===== src/rtl/video_stream_gen.sv =====
// video_stream_gen
//   Synthetic video source for the convolution pipeline. Emits the same
//   stream the camera path delivers to the filter kernels: active-low
//   vsync/hsync/blank plus RGB, one pixel per clock, with selectable
//   test patterns (grey, colour bars, horizontal ramp, checkerboard).
//
// Ports
//   clk           pixel clock
//   rst_ni        asynchronous active-low reset
//   start_i       level: high streams, low stops at the end of the frame
//   pattern_i     pattern select, latched at frame start
//   vs_no, hs_no  vertical / horizontal sync, active low
//   blank_no      low outside the active region
//   en_o          stream-valid enable for the downstream kernel
//   output_R/G/B  pixel value, 0 while blanking
//   frame_done_o  one-cycle pulse on the last pixel of each frame
//
// Optional feature macro: STREAM_GEN_MOVING_BAR_EN
//   When defined, a 16-pixel white vertical bar is overlaid on every
//   pattern; its left edge advances by 4 pixels per frame (mod H_ACTIVE).
module video_stream_gen #(
    parameter int unsigned H_ACTIVE    = 640,
    parameter int unsigned H_FP        = 16,
    parameter int unsigned H_SYNC      = 96,
    parameter int unsigned H_BP        = 48,
    parameter int unsigned V_ACTIVE    = 480,
    parameter int unsigned V_FP        = 10,
    parameter int unsigned V_SYNC      = 2,
    parameter int unsigned V_BP        = 33,
    parameter int unsigned PIXEL_DEPTH = 8
) (
    input  logic                   clk,
    input  logic                   rst_ni,
    input  logic                   start_i,
    input  logic [1:0]             pattern_i,
    output logic                   vs_no,
    output logic                   hs_no,
    output logic                   blank_no,
    output logic                   en_o,
    output logic [PIXEL_DEPTH-1:0] output_R,
    output logic [PIXEL_DEPTH-1:0] output_G,
    output logic [PIXEL_DEPTH-1:0] output_B,
    output logic                   frame_done_o
);

    localparam int unsigned H_TOTAL = H_ACTIVE + H_FP + H_SYNC + H_BP;
    localparam int unsigned V_TOTAL = V_ACTIVE + V_FP + V_SYNC + V_BP;
    localparam int unsigned HW      = $clog2(H_TOTAL);
    localparam int unsigned VW      = $clog2(V_TOTAL);
    // Coordinate widths wide enough for the ramp slice and checker bit 5.
    localparam int unsigned XW0     = (HW > PIXEL_DEPTH + 2) ? HW : PIXEL_DEPTH + 2;
    localparam int unsigned XW      = (XW0 > 6) ? XW0 : 6;
    localparam int unsigned YW      = (VW > 6) ? VW : 6;
    localparam int unsigned BAR_W   = H_ACTIVE / 8;

    localparam logic [HW-1:0] H_LAST = HW'(H_TOTAL - 1);
    localparam logic [VW-1:0] V_LAST = VW'(V_TOTAL - 1);
    localparam logic [PIXEL_DEPTH-1:0] GREY = {1'b1, {(PIXEL_DEPTH-1){1'b0}}};

    typedef enum logic [1:0] {
        S_IDLE,
        S_RUN,
        S_STOPPING
    } state_t;

    state_t                 r_state;
    state_t                 w_state_nxt;
    logic                   r_cnt_run;
    logic [HW-1:0]          r_h_cnt;
    logic [VW-1:0]          r_v_cnt;
    logic [1:0]             r_pattern;
    logic                   r_vs_n, r_hs_n, r_blank_n, r_en, r_fd;
    logic [PIXEL_DEPTH-1:0] r_R, r_G, r_B;

    logic [XW-1:0]          w_x;
    logic [YW-1:0]          w_y;
    logic                   w_last;
    logic                   w_frame_start;
    logic                   w_active;
    logic                   w_hs_n, w_vs_n;
    logic [1:0]             w_pat;
    logic [2:0]             w_bar_idx;
    logic [PIXEL_DEPTH-1:0] w_r, w_g, w_b;

    assign w_x           = XW'(r_h_cnt);
    assign w_y           = YW'(r_v_cnt);
    assign w_last        = r_cnt_run && (r_h_cnt == H_LAST) && (r_v_cnt == V_LAST);
    assign w_frame_start = r_cnt_run && (r_state == S_RUN) && (r_h_cnt == '0) && (r_v_cnt == '0);
    assign w_active      = (w_x < XW'(H_ACTIVE)) && (w_y < YW'(V_ACTIVE));
    assign w_hs_n        = !((w_x >= XW'(H_ACTIVE + H_FP)) && (w_x < XW'(H_ACTIVE + H_FP + H_SYNC)));
    assign w_vs_n        = !((w_y >= YW'(V_ACTIVE + V_FP)) && (w_y < YW'(V_ACTIVE + V_FP + V_SYNC)));
    // The register loads at the frame-start pixel; bypass it so that pixel
    // already uses the newly selected pattern.
    assign w_pat         = w_frame_start ? pattern_i : r_pattern;

    always_comb begin
        w_state_nxt = r_state;
        case (r_state)
            S_IDLE:     if (start_i) w_state_nxt = S_RUN;
            S_RUN:      if (!start_i) w_state_nxt = w_last ? S_IDLE : S_STOPPING;
            S_STOPPING: begin
                if (start_i)     w_state_nxt = S_RUN;
                else if (w_last) w_state_nxt = S_IDLE;
            end
            default:    w_state_nxt = S_IDLE;
        endcase
    end

    // r_cnt_run lags the IDLE->RUN transition by one cycle, so counters read
    // (0,0) after the second edge and pixel (0,0) leaves on the third.
    always_ff @(posedge clk or negedge rst_ni) begin
        if (!rst_ni) begin
            r_state   <= S_IDLE;
            r_cnt_run <= 1'b0;
            r_pattern <= '0;
        end else begin
            r_state   <= w_state_nxt;
            r_cnt_run <= (r_state != S_IDLE) && (w_state_nxt != S_IDLE);
            if ((r_state == S_IDLE && start_i) ||
                (r_state == S_RUN && r_h_cnt == '0 && r_v_cnt == '0))
                r_pattern <= pattern_i;
        end
    end

    always_ff @(posedge clk or negedge rst_ni) begin
        if (!rst_ni) begin
            r_h_cnt <= '0;
            r_v_cnt <= '0;
        end else if (!r_cnt_run) begin
            r_h_cnt <= '0;
            r_v_cnt <= '0;
        end else if (r_h_cnt == H_LAST) begin
            r_h_cnt <= '0;
            r_v_cnt <= (r_v_cnt == V_LAST) ? '0 : r_v_cnt + 1'b1;
        end else begin
            r_h_cnt <= r_h_cnt + 1'b1;
        end
    end

`ifdef STREAM_GEN_MOVING_BAR_EN
    // Frame counter kept pre-scaled as the bar's left edge: 4*frames mod H_ACTIVE.
    logic [XW-1:0] r_bar_x;
    logic [XW-1:0] w_bar_step;
    assign w_bar_step = r_bar_x + XW'(4);

    always_ff @(posedge clk or negedge rst_ni) begin
        if (!rst_ni)
            r_bar_x <= '0;
        else if (r_state == S_IDLE)
            r_bar_x <= '0;
        else if (w_last)
            r_bar_x <= (w_bar_step >= XW'(H_ACTIVE)) ? w_bar_step - XW'(H_ACTIVE) : w_bar_step;
    end
`endif

    always_comb begin
        w_r       = '0;
        w_g       = '0;
        w_b       = '0;
        w_bar_idx = '0;
        for (int unsigned k = 1; k < 8; k++)
            if (w_x >= XW'(k * BAR_W)) w_bar_idx = 3'(k);
        case (w_pat)
            2'd0: begin
                w_r = GREY;
                w_g = GREY;
                w_b = GREY;
            end
            // Bar order white..black maps to the inverted index bits.
            2'd1: begin
                w_r = {PIXEL_DEPTH{~w_bar_idx[1]}};
                w_g = {PIXEL_DEPTH{~w_bar_idx[2]}};
                w_b = {PIXEL_DEPTH{~w_bar_idx[0]}};
            end
            2'd2: begin
                w_r = w_x[PIXEL_DEPTH+1:2];
                w_g = w_x[PIXEL_DEPTH+1:2];
                w_b = w_x[PIXEL_DEPTH+1:2];
            end
            default: begin
                w_r = {PIXEL_DEPTH{w_x[5] ^ w_y[5]}};
                w_g = {PIXEL_DEPTH{w_x[5] ^ w_y[5]}};
                w_b = {PIXEL_DEPTH{w_x[5] ^ w_y[5]}};
            end
        endcase
`ifdef STREAM_GEN_MOVING_BAR_EN
        // Clipping at H_ACTIVE falls out of the active-region gating below.
        if (w_x >= r_bar_x && w_x < r_bar_x + XW'(16)) begin
            w_r = '1;
            w_g = '1;
            w_b = '1;
        end
`endif
    end

    always_ff @(posedge clk or negedge rst_ni) begin
        if (!rst_ni) begin
            r_vs_n    <= 1'b1;
            r_hs_n    <= 1'b1;
            r_blank_n <= 1'b0;
            r_en      <= 1'b0;
            r_fd      <= 1'b0;
            r_R       <= '0;
            r_G       <= '0;
            r_B       <= '0;
        end else if (!r_cnt_run) begin
            r_vs_n    <= 1'b1;
            r_hs_n    <= 1'b1;
            r_blank_n <= 1'b0;
            r_en      <= 1'b0;
            r_fd      <= 1'b0;
            r_R       <= '0;
            r_G       <= '0;
            r_B       <= '0;
        end else begin
            r_vs_n    <= w_vs_n;
            r_hs_n    <= w_hs_n;
            r_blank_n <= w_active;
            r_en      <= 1'b1;
            r_fd      <= w_last;
            r_R       <= w_active ? w_r : '0;
            r_G       <= w_active ? w_g : '0;
            r_B       <= w_active ? w_b : '0;
        end
    end

    assign vs_no        = r_vs_n;
    assign hs_no        = r_hs_n;
    assign blank_no     = r_blank_n;
    assign en_o         = r_en;
    assign frame_done_o = r_fd;
    assign output_R     = r_R;
    assign output_G     = r_G;
    assign output_B     = r_B;

endmodule


===== config.mk =====
export PLATFORM = sky130hd
export DESIGN_NAME = video_stream_gen
export DESIGN_NICKNAME = d
export VERILOG_FILES = /design/src/rtl/video_stream_gen.sv
export SDC_FILE = /design/constraint.sdc
export NUM_CORES = 1
export LEC_CHECK = 0
export ABC_CLOCK_PERIOD_IN_PS = 5500
export BUFFER_PORTS_ARGS = -buffer_cell sky130_fd_sc_hd__buf_2
export CAP_MARGIN = 40
export CORE_AREA = 2 2 71 80
export DETAILED_ROUTE_END_ITERATION = 16
export DIE_AREA = 0 0 73 82
export PLACE_DENSITY_LB_ADDON = 0.15
export SLEW_MARGIN = 30
export SYNTH_ARGS = -nofsm -noshare
export SYNTH_HDL_FRONTEND = slang
export SYNTH_SLANG_ARGS = --single-unit

===== constraint.sdc =====
create_clock -name clk -period 5.5 [get_ports clk]
set_clock_uncertainty 0.2 [all_clocks]
set_input_delay 0.825 -clock clk [delete_from_list [all_inputs] [get_ports clk]]
set_output_delay 0.825 -clock clk [all_outputs]
set_load 0.01 [all_outputs]

==> results.md, run 1 <==
* Synth Area in Compound Gates at 0.183
* Worst Reg-to-Reg Cells at 7
* Clock latency on the worst-skew pair at 0.30 ns
* CP top delay family: simple AND/OR/NAND/NOR gates
* Flops & latches, synth at 54
* Core ar. at 5220 sq um
* Top FF cell, synth: dfrtp_1
* Slew @ Worst Pin at 0.738 ns
* Slowest cell on crit path: or4b_1
* H-tree depth at 2
* Post-Synthesis Cells at 267
* Most frequent cells in the layout: dfrtp_1 (52), buf_2 (33), nand2_1 (17)
* Die Ht at 82 microns
* Final min period at 2.94 ns
* CTS Root Buffer Type: clkbuf_8
* Post-CTS sizing at 0
* Overflow left after global routing at 0
* WHS Path Cells at 1
* Final period util at 0.535
* Worst path required time at 5.50 ns
* Post-CTS Hold Buffers at 0
* Syn. warnings at 0
* Crit path arrival time at 2.94 ns
* Status: completed
* Layout Nets at 304
* Dpl hpwl at 4040 microns
* Number of buffers and inverters on the critical path at 1
* Clock buffer count from CTS at 5
* WHS Endpoint: r_h_cnt[0]
* Max-cap violations at 0
* DR vias/cell at 6.00
* Synth Cell Area at 2720 sq um
* Mux cell area share after synthesis at 0.0120
* Net Count, Synth at 276
* Crit path max fanout at 15
* Crit-path cells: inv_1 -> ha_1 -> or4b_1 -> nor4_4 -> nand4_2 -> o31a_1 -> a211oi_1
* WL/cell at 15.9 microns
* Library cells used by synthesis at 56
* Worst relative slew slack at 0.506
* PortBufs at 33
* CTS clk-pin slew, worst paths at 0.10 ns
* Io pins at 34
* Post-synthesis average cell area at 10.2 sq um
* Worst setup margin at 2.56 ns
* Slowest stage delay, CP at 0.51 ns
* Endpoints failing setup at 0
* First drt pass iteration count at 4
* First-pass GRT wire length at 9440 microns
* Most common cell after layout, fill and taps aside: dfrtp_1
* Slew Limit Fails at 0
* Synth Area in Adders at 0.0221
* Placed insts at 347
* Area grow syn2layout at 11.4%
* Post-Synth Simple-Gate Area at 0.207
* Post-Place Setup Slack at 2.58 ns
* Largest family of logic cells by synthesized area: simple AND/OR/NAND/NOR gates
* Clock Path Buffers at 2
* Synth Area in XOR/XNOR at 0.0355
* Critical path startpoint category: flop
* Hold Crit Class: flop to flop
* DR iter-0 viols at 139
* DR DRC count at 0
* Final cell count without fillers at 356
* Vias in the first global route at 1873
* RSZ-0062 raised after global routing: no
* Die area at 5990 sq um
* Critical Path Sink Type: flop
* R2R Setup Slk at 2.56 ns
* Starting Density at 0.520
* Final number of hold-violating endpoints at 0
* Initial antenna violation count at 0
* Largest net degree at the start of global routing at 55
* R2R Path End: output_G[2]
* Via count at 2136
* Die span in x at 73 microns
* TNS Setup at 0 ns
* Hold_sp: r_h_cnt[0]
* Antenna viol nets, final at 0
* CTS tree: yes
* Pleak at 0.00137 uW
* GP Congestion at 0.876
* ANT cells at 0
* # fillers at 430
* Share of cells above drive strength 1 at 0.196
* PwrDens at 367 nW/um^2
* Reg2reg start: r_v_cnt[1]
* Async SR Flop Fraction at 1.00
* Post-synth EDFFs at 0
* WS Path Type: flop to flop
* Fmax achieved at 340 MHz
* Gr usage total at 0.206
* Worst VDD drop at 0.142 mV
* CTS Sinks at 54
* WL final at 5670 microns
* Post-CTS setup buffers at 0
* Rows at 28
* Register area share after synthesis at 0.499
## stage by stage
| step | hold WS [ns] | instance area [sq um] | power, uW | util |
|---|---|---|---|---|
| after floorplan | 0.255 | 2720 | 735 | - |
| after detailed placement | 0.278 | 2910 | 852 | 0.557 |
| after global placement | 0.269 | 2910 | 848 | 0.557 |
| after global routing | 0.341 | 3030 | 1180 | 0.580 |
| after CTS | 0.292 | 3020 | 1120 | 0.579 |
| final | 0.295 | 3030 | 1110 | 0.580 |
## worst max-delay path by stage
stage               depth (start not counted)            to  startpoint  slack [ns]
floorplan                                   7  r_pattern[0]  r_h_cnt[0]        3.04
global placement                            7   output_G[4]  r_h_cnt[0]        2.70
detailed placement                          7   output_G[2]  r_v_cnt[1]        2.58
CTS                                         7   output_G[2]  r_v_cnt[1]        2.57
global route                                7   output_G[2]  r_v_cnt[1]        2.35
finish                                      7   output_G[2]  r_v_cnt[1]        2.56
## cells in the mapped netlist, types with 2 or more instances
library cell	number	area, sq um
o31ai_1	4	30.0
o211ai_1	2	15.0
nand2_1	17	63.8
nand4_1	9	56.3
dfstp_2	2	52.6
and3_1	3	18.8
a311oi_1	15	131
mux2_2	2	22.5
inv_1	13	48.8
and4_1	2	17.5
or2_2	2	12.5
a211oi_1	9	67.6
and3_2	2	15.0
nor2b_1	6	37.5
nand3_1	9	45.0
o21ai_1	6	30.0
buf_2	6	30.0
nor2_1	12	45.0
nand2b_1	2	12.5
xnor2_1	5	43.8
o22ai_1	2	12.5
dfrtp_1	52	1300
a211o_1	2	17.5
nand3b_1	2	15.0
clkbuf_1	8	30.0
nor3b_1	3	22.5
ha_1	4	50.1
o21ai_0	14	70.1
nor4b_1	2	17.5
xor2_1	6	52.6
a21o_1	2	15.0
nor3_1	7	35.0
and2_1	5	31.3
a21oi_1	8	40.0
## worst reg2reg max path: cells and delay by family (launching register included)
family | cells | cell delay (ns)
flops | 1 | 0.42
simple gates | 3 | 1.34
compound gates | 2 | 0.60
fa+ha+maj | 1 | 0.17
buf+inv | 1 | 0.11
## where the power goes
group          switching, uW  internal (uW)  leakage, uW
sequential              37.1            476     0.000713
combinational            201            133     0.000608
clock                    127            135    0.0000504
## cell type report
cell class | count | area [sq um] | area share
sequential | 54 | 1350 | 0.447
multi-input combinational | 185 | 1250 | 0.413
timing repair buffer | 36 | 185 | 0.0612
tap | 60 | 75.1 | 0.0248
clock buffer | 5 | 68.8 | 0.0227
inverter | 13 | 48.8 | 0.0161
clock inverter | 3 | 45.0 | 0.0149
## state kept, by name, indices dropped and copies added, names as in the netlist
signal        flops
hs_no             1
output_G          8
en_o              1
frame_done_o      1
blank_no          1
vs_no             1
output_R          8
r_pattern         2
r_state           2
output_B          8
r_cnt_run         1
r_h_cnt          10
r_v_cnt          10
## cells by family after synthesis
| kind of cell | count (synthesis) |
|---|---|
| buf+inv | 28 |
| xor+xnor | 11 |
| flops | 54 |
| mux | 3 |
| compound gates | 72 |
| fa+ha+maj | 5 |
| simple gates | 94 |
## metal layers
| metal | GRT usage | routed length [microns] |
|---|---|---|
| met5 | 0 | 0 |
| met1 | 0.279 | 2550 |
| met4 | 0.0611 | 48 |
| met3 | 0.0429 | 247 |
| met2 | 0.332 | 2830 |
Note: power is estimated with default switching activity, not from simulation.
==> run 2: changes to the inputs <==
ABC_CLOCK_PERIOD_IN_PS = 2800   (was 5500)
clock period = 2.8 ns   (was 5.5 ns; I/O delays follow)
==> run 2 against run 1 <==
Compared with the run above:
- total power is 93% higher
- register-to-register slack worse by 2.4 ns
- wire length rose by 8.3%
- flip-flop and latch count unchanged
- sequential power grew 95%
- first-iteration DRC count grew 45%
- core utilization rose by 1.3 points
- critical path type unchanged
- largest cell class unchanged
- die area unchanged
- final cell count is 3.1% higher
==> results.md, run 2 (synthesized netlist as in run 1, its figures left out) <==
* First-pass GRT wire length at 10400 microns (+10%)
* CP Launch Point: r_v_cnt[1]
* Most frequent cells in the layout: dfrtp_1 (52), buf_2 (33), nand2_1 (17)
* Switching component of the power at 723 uW (+98%)
* Worst VDD drop at 0.256 mV (+81%)
* CTS tree: yes
* Area grow syn2layout at 13.9%
* Endpoints failing setup at 0 (unchanged)
* Switching share of total power at 0.337 (+0.00787)
* Clock Path Buffers at 2 (unchanged)
* Gr usage total at 0.224 (+0.0176)
* Max-cap violations at 0 (unchanged)
* Worst path required time at 2.78 ns (-2.72 ns)
* Status: completed
* Crit path arrival time at 2.62 ns (-0.32 ns)
* Die span in x at 73 microns (unchanged)
* First drt pass iteration count at 4 (unchanged)
* Vias in the first global route at 2141 (+14%)
* PortBufs at 33 (unchanged)
* GP Congestion at 0.899 (+2.6%)
* Final cell count without fillers at 367 (+3.1%)
* Layout Nets at 315 (+3.6%)
* Slew Limit Fails at 0 (unchanged)
* Via count at 2251 (+5.4%)
* Comb power frac at 0.327 (+0.026)
* Dpl hpwl at 4440 microns (+10%)
* Sequential Power Share at 0.467 (+0.004)
* Clock latency on the worst-skew pair at 0.30 ns (about the same)
* Post-route total power at 2140 uW (+93%)
* Overflow left after global routing at 0 (unchanged)
* WL/cell at 16.7 microns (+5.0%)
* Rows at 28 (unchanged)
* WS Path Type: flop to flop
* H-tree depth at 2 (unchanged)
* Final number of hold-violating endpoints at 0 (unchanged)
* Share of cells above drive strength 1 at 0.225 (+0.0288)
* Critical path startpoint category: flop
* CTS clk-pin slew, worst paths at 0.09 ns (about the same)
* Pleak at 0.00142 uW (+3.9%)
* Number of buffers and inverters on the critical path at 2 (+1)
* Post-CTS sizing at 0 (unchanged)
* Starting Density at 0.520 (unchanged)
* Largest regs: r_h_cnt x10, r_v_cnt x10
* Finished Cell Area at 3090 sq um (+2.2%)
* PwrDens at 694 nW/um^2 (+89%)
* Clock buffer count from CTS at 5 (unchanged)
* CTS Sinks at 54 (unchanged)
* Slowest stage delay, CP at 0.53 ns (+0.02 ns)
* Slowest cell on crit path: or4b_1
* Largest net degree at the start of global routing at 55 (unchanged)
* Antenna viol nets, final at 0 (unchanged)
* Post-CTS setup buffers at 0 (unchanged)
* Core ar. at 5220 sq um (unchanged)
* Post-DP Area at 3000 sq um (+3.1%)
* TNS Setup at 0 ns (unchanged)
* Fmax achieved at 379 MHz (+12%)
* Most common cell after layout, fill and taps aside: dfrtp_1
* Crit path max fanout at 10 (-5)
* DR iter-0 viols at 201 (+45%)
* Clock power share at 0.206 (-0.031)
* Die Ht at 82 microns (unchanged)
* R2R Setup Slk at 0.16 ns (-2.40 ns)
* Reg2reg start: r_v_cnt[1]
* Placed insts at 359 (+3.5%)
* Final period util at 0.943 (+0.408)
* Slew @ Worst Pin at 0.754 ns (+0.0160 ns)
* Hold Crit Class: primary input to async pin
* Die area at 5990 sq um (unchanged)
* DR DRC count at 0 (unchanged)
* Io pins at 34 (unchanged)
* WL final at 6140 microns (+8.3%)
* ANT cells at 0 (unchanged)
* Post-CTS Hold Buffers at 0 (unchanged)
* CP top delay family: simple AND/OR/NAND/NOR gates
* Final min period at 2.64 ns (-0.304 ns)
* Crit-path cells: inv_1 -> ha_1 -> or4b_1 -> nor4_4 -> buf_4 -> and4_4 -> o21ai_1 -> a311oi_1
* DR vias/cell at 6.13 (+2.2%)
* CTS Root Buffer Type: clkbuf_8
* Power Internal at 1420 uW (+91%)
* Worst relative slew slack at 0.496 (-0.0107)
* Initial antenna violation count at 0 (unchanged)
* RSZ-0062 raised after global routing: no
* Critical Path Sink Type: flop
-- run 2: cell types whose count changed in the layout (fill, tap and decap cells not counted) --
cell        before  now
buf_4            2   14
bufinv_16        1    0
clkbuf_2         1    0
clkbuf_8         5    6
clkinv_2         0    1
clkinvlp_4       2    1
-- run 2: final cells by class --
class / count / area [sq um]
inverters: 13 / 48.8
repair buffers: 47 / 270
flip-flops and latches: 54 / 1350
fillers: 474 / 2130
well taps: 60 / 75.1
clock buffers: 6 / 82.6
multi-input cells: 185 / 1250
clock inverters: 2 / 12.5
-- run 2: routing by layer --
| layer | GRT usage | share of wire | vias up |
|---|---|---|---|
| li1 | - | - | 1064 |
| met1 | 0.286 | 0.43 | 1104 |
| met2 | 0.385 | 0.51 | 73 |
| met3 | 0.0356 | 0.045 | 10 |
| met4 | 0.0741 | 0.019 | 0 |
| met5 | 0 | 0 | - |
-- run 2: power by group through the flow --
stage | sequential, uW | combinational (uW) | clock (uW)
floorplan | 1090 | 355 | 0
global placement | 1020 | 696 | 0
detailed placement | 1020 | 703 | 0
CTS | 1000 | 705 | 457
global route | 1020 | 781 | 480
finish | 1000 | 702 | 441
-- run 2: metrics by stage --
stage | setup WS (ns) | utilization | hold slack [ns]
after detailed placement | 0.212 | 0.574 | 0.301
after floorplan | 0.336 | - | -0.0756
after global routing | 0.0286 | 0.592 | 0.0932
after global placement | 0.245 | 0.574 | 0.267
final | 0.160 | 0.592 | 0.0267
after CTS | 0.186 | 0.592 | 0.0586
-- run 2: worst paths after layout --
kind	endpoint	cells past startpoint
worst max-delay path	output_R[2]	8
worst min-delay path	output_R[5]	2
worst max register to register	output_R[2]	8
worst min register to register	r_h_cnt[0]	1
max in group asynchronous	r_state[0]	2
min in group clk	r_cnt_run	2
==> run 3: changes to the inputs <==
HOLD_SLACK_MARGIN = 0.1   (was unset)
==> run 3 against run 2 <==
Compared with the run above:
- design area grew 0.32%
- core utilization grew 0.19 points
- non-clock buffer count grew 1
- critical endpoint unchanged
- wire length grew 0.68%
- setup slack gained 0.0029 ns
- final cell count grew 0.27%
- highest routed layer unchanged
- first-iteration DRC count shrank 2.5%
- total power is essentially flat
- critical path depth is the same
- critical path type unchanged
- register-to-register slack is essentially flat
- die area is the same
- sequential share of layout area shrank 0.14 points
==> results.md, run 3 (synthesized netlist as in run 1, its figures left out) <==
* Crit path arrival time at 2.61 ns (about the same)
* Switching component of the power at 723 uW (about the same)
* Power Internal at 1420 uW (about the same)
* H-tree depth at 2 (unchanged)
* Worst relative slew slack at 0.495 (about the same)
* Most frequent cells in the layout: dfrtp_1 (52), buf_2 (33), nand2_1 (17)
* Slew @ Worst Pin at 0.755 ns (+0.000563 ns)
* ANT cells at 0 (unchanged)
* Post-CTS sizing at 0 (unchanged)
* Clock power share at 0.205 (about the same)
* Finished Cell Area at 3100 sq um (+0.32%)
* Io pins at 34 (unchanged)
* Clock buffer count from CTS at 5 (unchanged)
* Largest regs: r_h_cnt x10, r_v_cnt x10
* Layout Nets at 316 (+0.32%)
* Crit path max fanout at 10 (unchanged)
* Die Ht at 82 microns (unchanged)
* Final period util at 0.942 (-0.00102)
* Critical path startpoint category: flop
* RSZ-0062 raised after global routing: no
* Via count at 2241 (-0.44%)
* Clock Path Buffers at 2 (unchanged)
* Slew Limit Fails at 0 (unchanged)
* Worst setup margin at 0.162 ns (+0.00285 ns)
* Rows at 28 (unchanged)
* Share of cells above drive strength 1 at 0.224 (-0.000730)
* Reg2reg start: r_v_cnt[1]
* DR iter-0 viols at 196 (-2.5%)
* Die area at 5990 sq um (unchanged)
* WL/cell at 16.8 microns (+0.41%)
* Pleak at 0.00143 uW (+0.29%)
* Post-CTS Hold Buffers at 1 (+1)
* Core ar. at 5220 sq um (unchanged)
* Antenna viol nets, final at 0 (unchanged)
* Dpl hpwl at 4440 microns (unchanged)
* Starting Density at 0.520 (unchanged)
* TNS Setup at 0 ns (unchanged)
* Most common cell after layout, fill and taps aside: dfrtp_1
* First drt pass iteration count at 4 (unchanged)
* Overflow left after global routing at 0 (unchanged)
* Post-DP Area at 3000 sq um (unchanged)
* PortBufs at 33 (unchanged)
* Die span in x at 73 microns (unchanged)
* Critical Path Sink Type: flop
* Switching share of total power at 0.337 (about the same)
* WL final at 6190 microns (+0.68%)
* Post-layout util at 0.594 (+0.00192)
* Final min period at 2.64 ns (-0.00285 ns)
* Clock latency on the worst-skew pair at 0.30 ns (about the same)
* Hold Crit Class: primary input to flop
* WS Path Type: flop to flop
* CTS tree: yes
* First-pass GRT wire length at 10400 microns (+0.39%)
* CTS Sinks at 54 (unchanged)
* Hold_sp: start_i
* Fmax achieved at 379 MHz (+0.11%)
* Gr usage total at 0.225 (+0.00104)
* Initial antenna violation count at 0 (unchanged)
* DR vias/cell at 6.09 (-0.71%)
* Worst VDD drop at 0.256 mV (+0.32%)
* Status: completed
* DR DRC count at 0 (unchanged)
* Post-CTS setup buffers at 0 (unchanged)
* Post-Place Setup Slack at 0.212 ns (unchanged)
* Max-cap violations at 0 (unchanged)
* Final number of hold-violating endpoints at 0 (unchanged)
* CP Launch Point: r_v_cnt[1]
* Comb power frac at 0.328 (about the same)
* CTS Root Buffer Type: clkbuf_8
* Largest net degree at the start of global routing at 55 (unchanged)
* # fillers at 473 (-0.21%)
* CTS clk-pin slew, worst paths at 0.09 ns (about the same)
* Endpoints failing setup at 0 (unchanged)
* Vias in the first global route at 2153 (+0.56%)
* PwrDens at 692 nW/um^2 (-0.29%)
* Worst path required time at 2.78 ns (about the same)
* Sequential Power Share at 0.467 (about the same)
* Area grow syn2layout at 14.2%
* GP Congestion at 0.899 (unchanged)
==> run 3: path summary, 6_finish.rpt <==
| path | to | slack (ns) | depth (start not counted) |
|---|---|---|---|
| setup / recovery | output_R[2] | 0.16 | 8 |
| hold / removal | r_cnt_run | 0.17 | 2 |
| setup reg to reg | output_R[2] | 0.16 | 8 |
| hold reg to reg | r_h_cnt[0] | 0.32 | 1 |
| max in group asynchronous | r_state[0] | 1.36 | 3 |
| min in group asynchronous | output_R[5] | 0.59 | 3 |
==> run 3: final cells by class <==
cell class	count	area, sq um	area share
Multi-Input combinational cell	185	1250	0.403
Inverter	13	48.8	0.0157
Tap cell	60	75.1	0.0242
Timing Repair Buffer	48	280	0.0904
Sequential cell	54	1350	0.436
Clock inverter	2	12.5	0.00403
Clock buffer	6	82.6	0.0266
==> run 3: worst max-delay path, stage by stage (launching register included) <==
cell and delay [ns]:
dfrtp_1 0.42, inv_1 0.10, ha_1 0.16, or4b_1 0.53, nor4_4 0.16, buf_4 0.20, and4_4 0.28, o21ai_1 0.12
a311oi_1 0.35
==> run 3: metrics by stage <==
stage	std cells	hold WS, ns	power, uW
after floorplan	267	-0.0756	1440
after global placement	359	0.267	1720
after detailed placement	359	0.301	1720
after CTS	368	0.166	2160
after global routing	368	0.182	2280
final	368	0.172	2150
==> run 3: layer usage <==
layer  up-vias  track usage  routed length, microns
li1       1063            -                       -
met3         8       0.0356                     293
met4         0       0.0741                      98
met5         -            0                       0
met2        72        0.388                    3160
met1      1098        0.286                    2630
==> run 3: power groups by stage <==
stage	clock network [uW]	registers, uW	logic (uW)
final	440	1000	703
after global placement	0	1020	696
after CTS	457	1000	706
after floorplan	0	1090	355
after global routing	480	1020	782
after detailed placement	0	1020	703
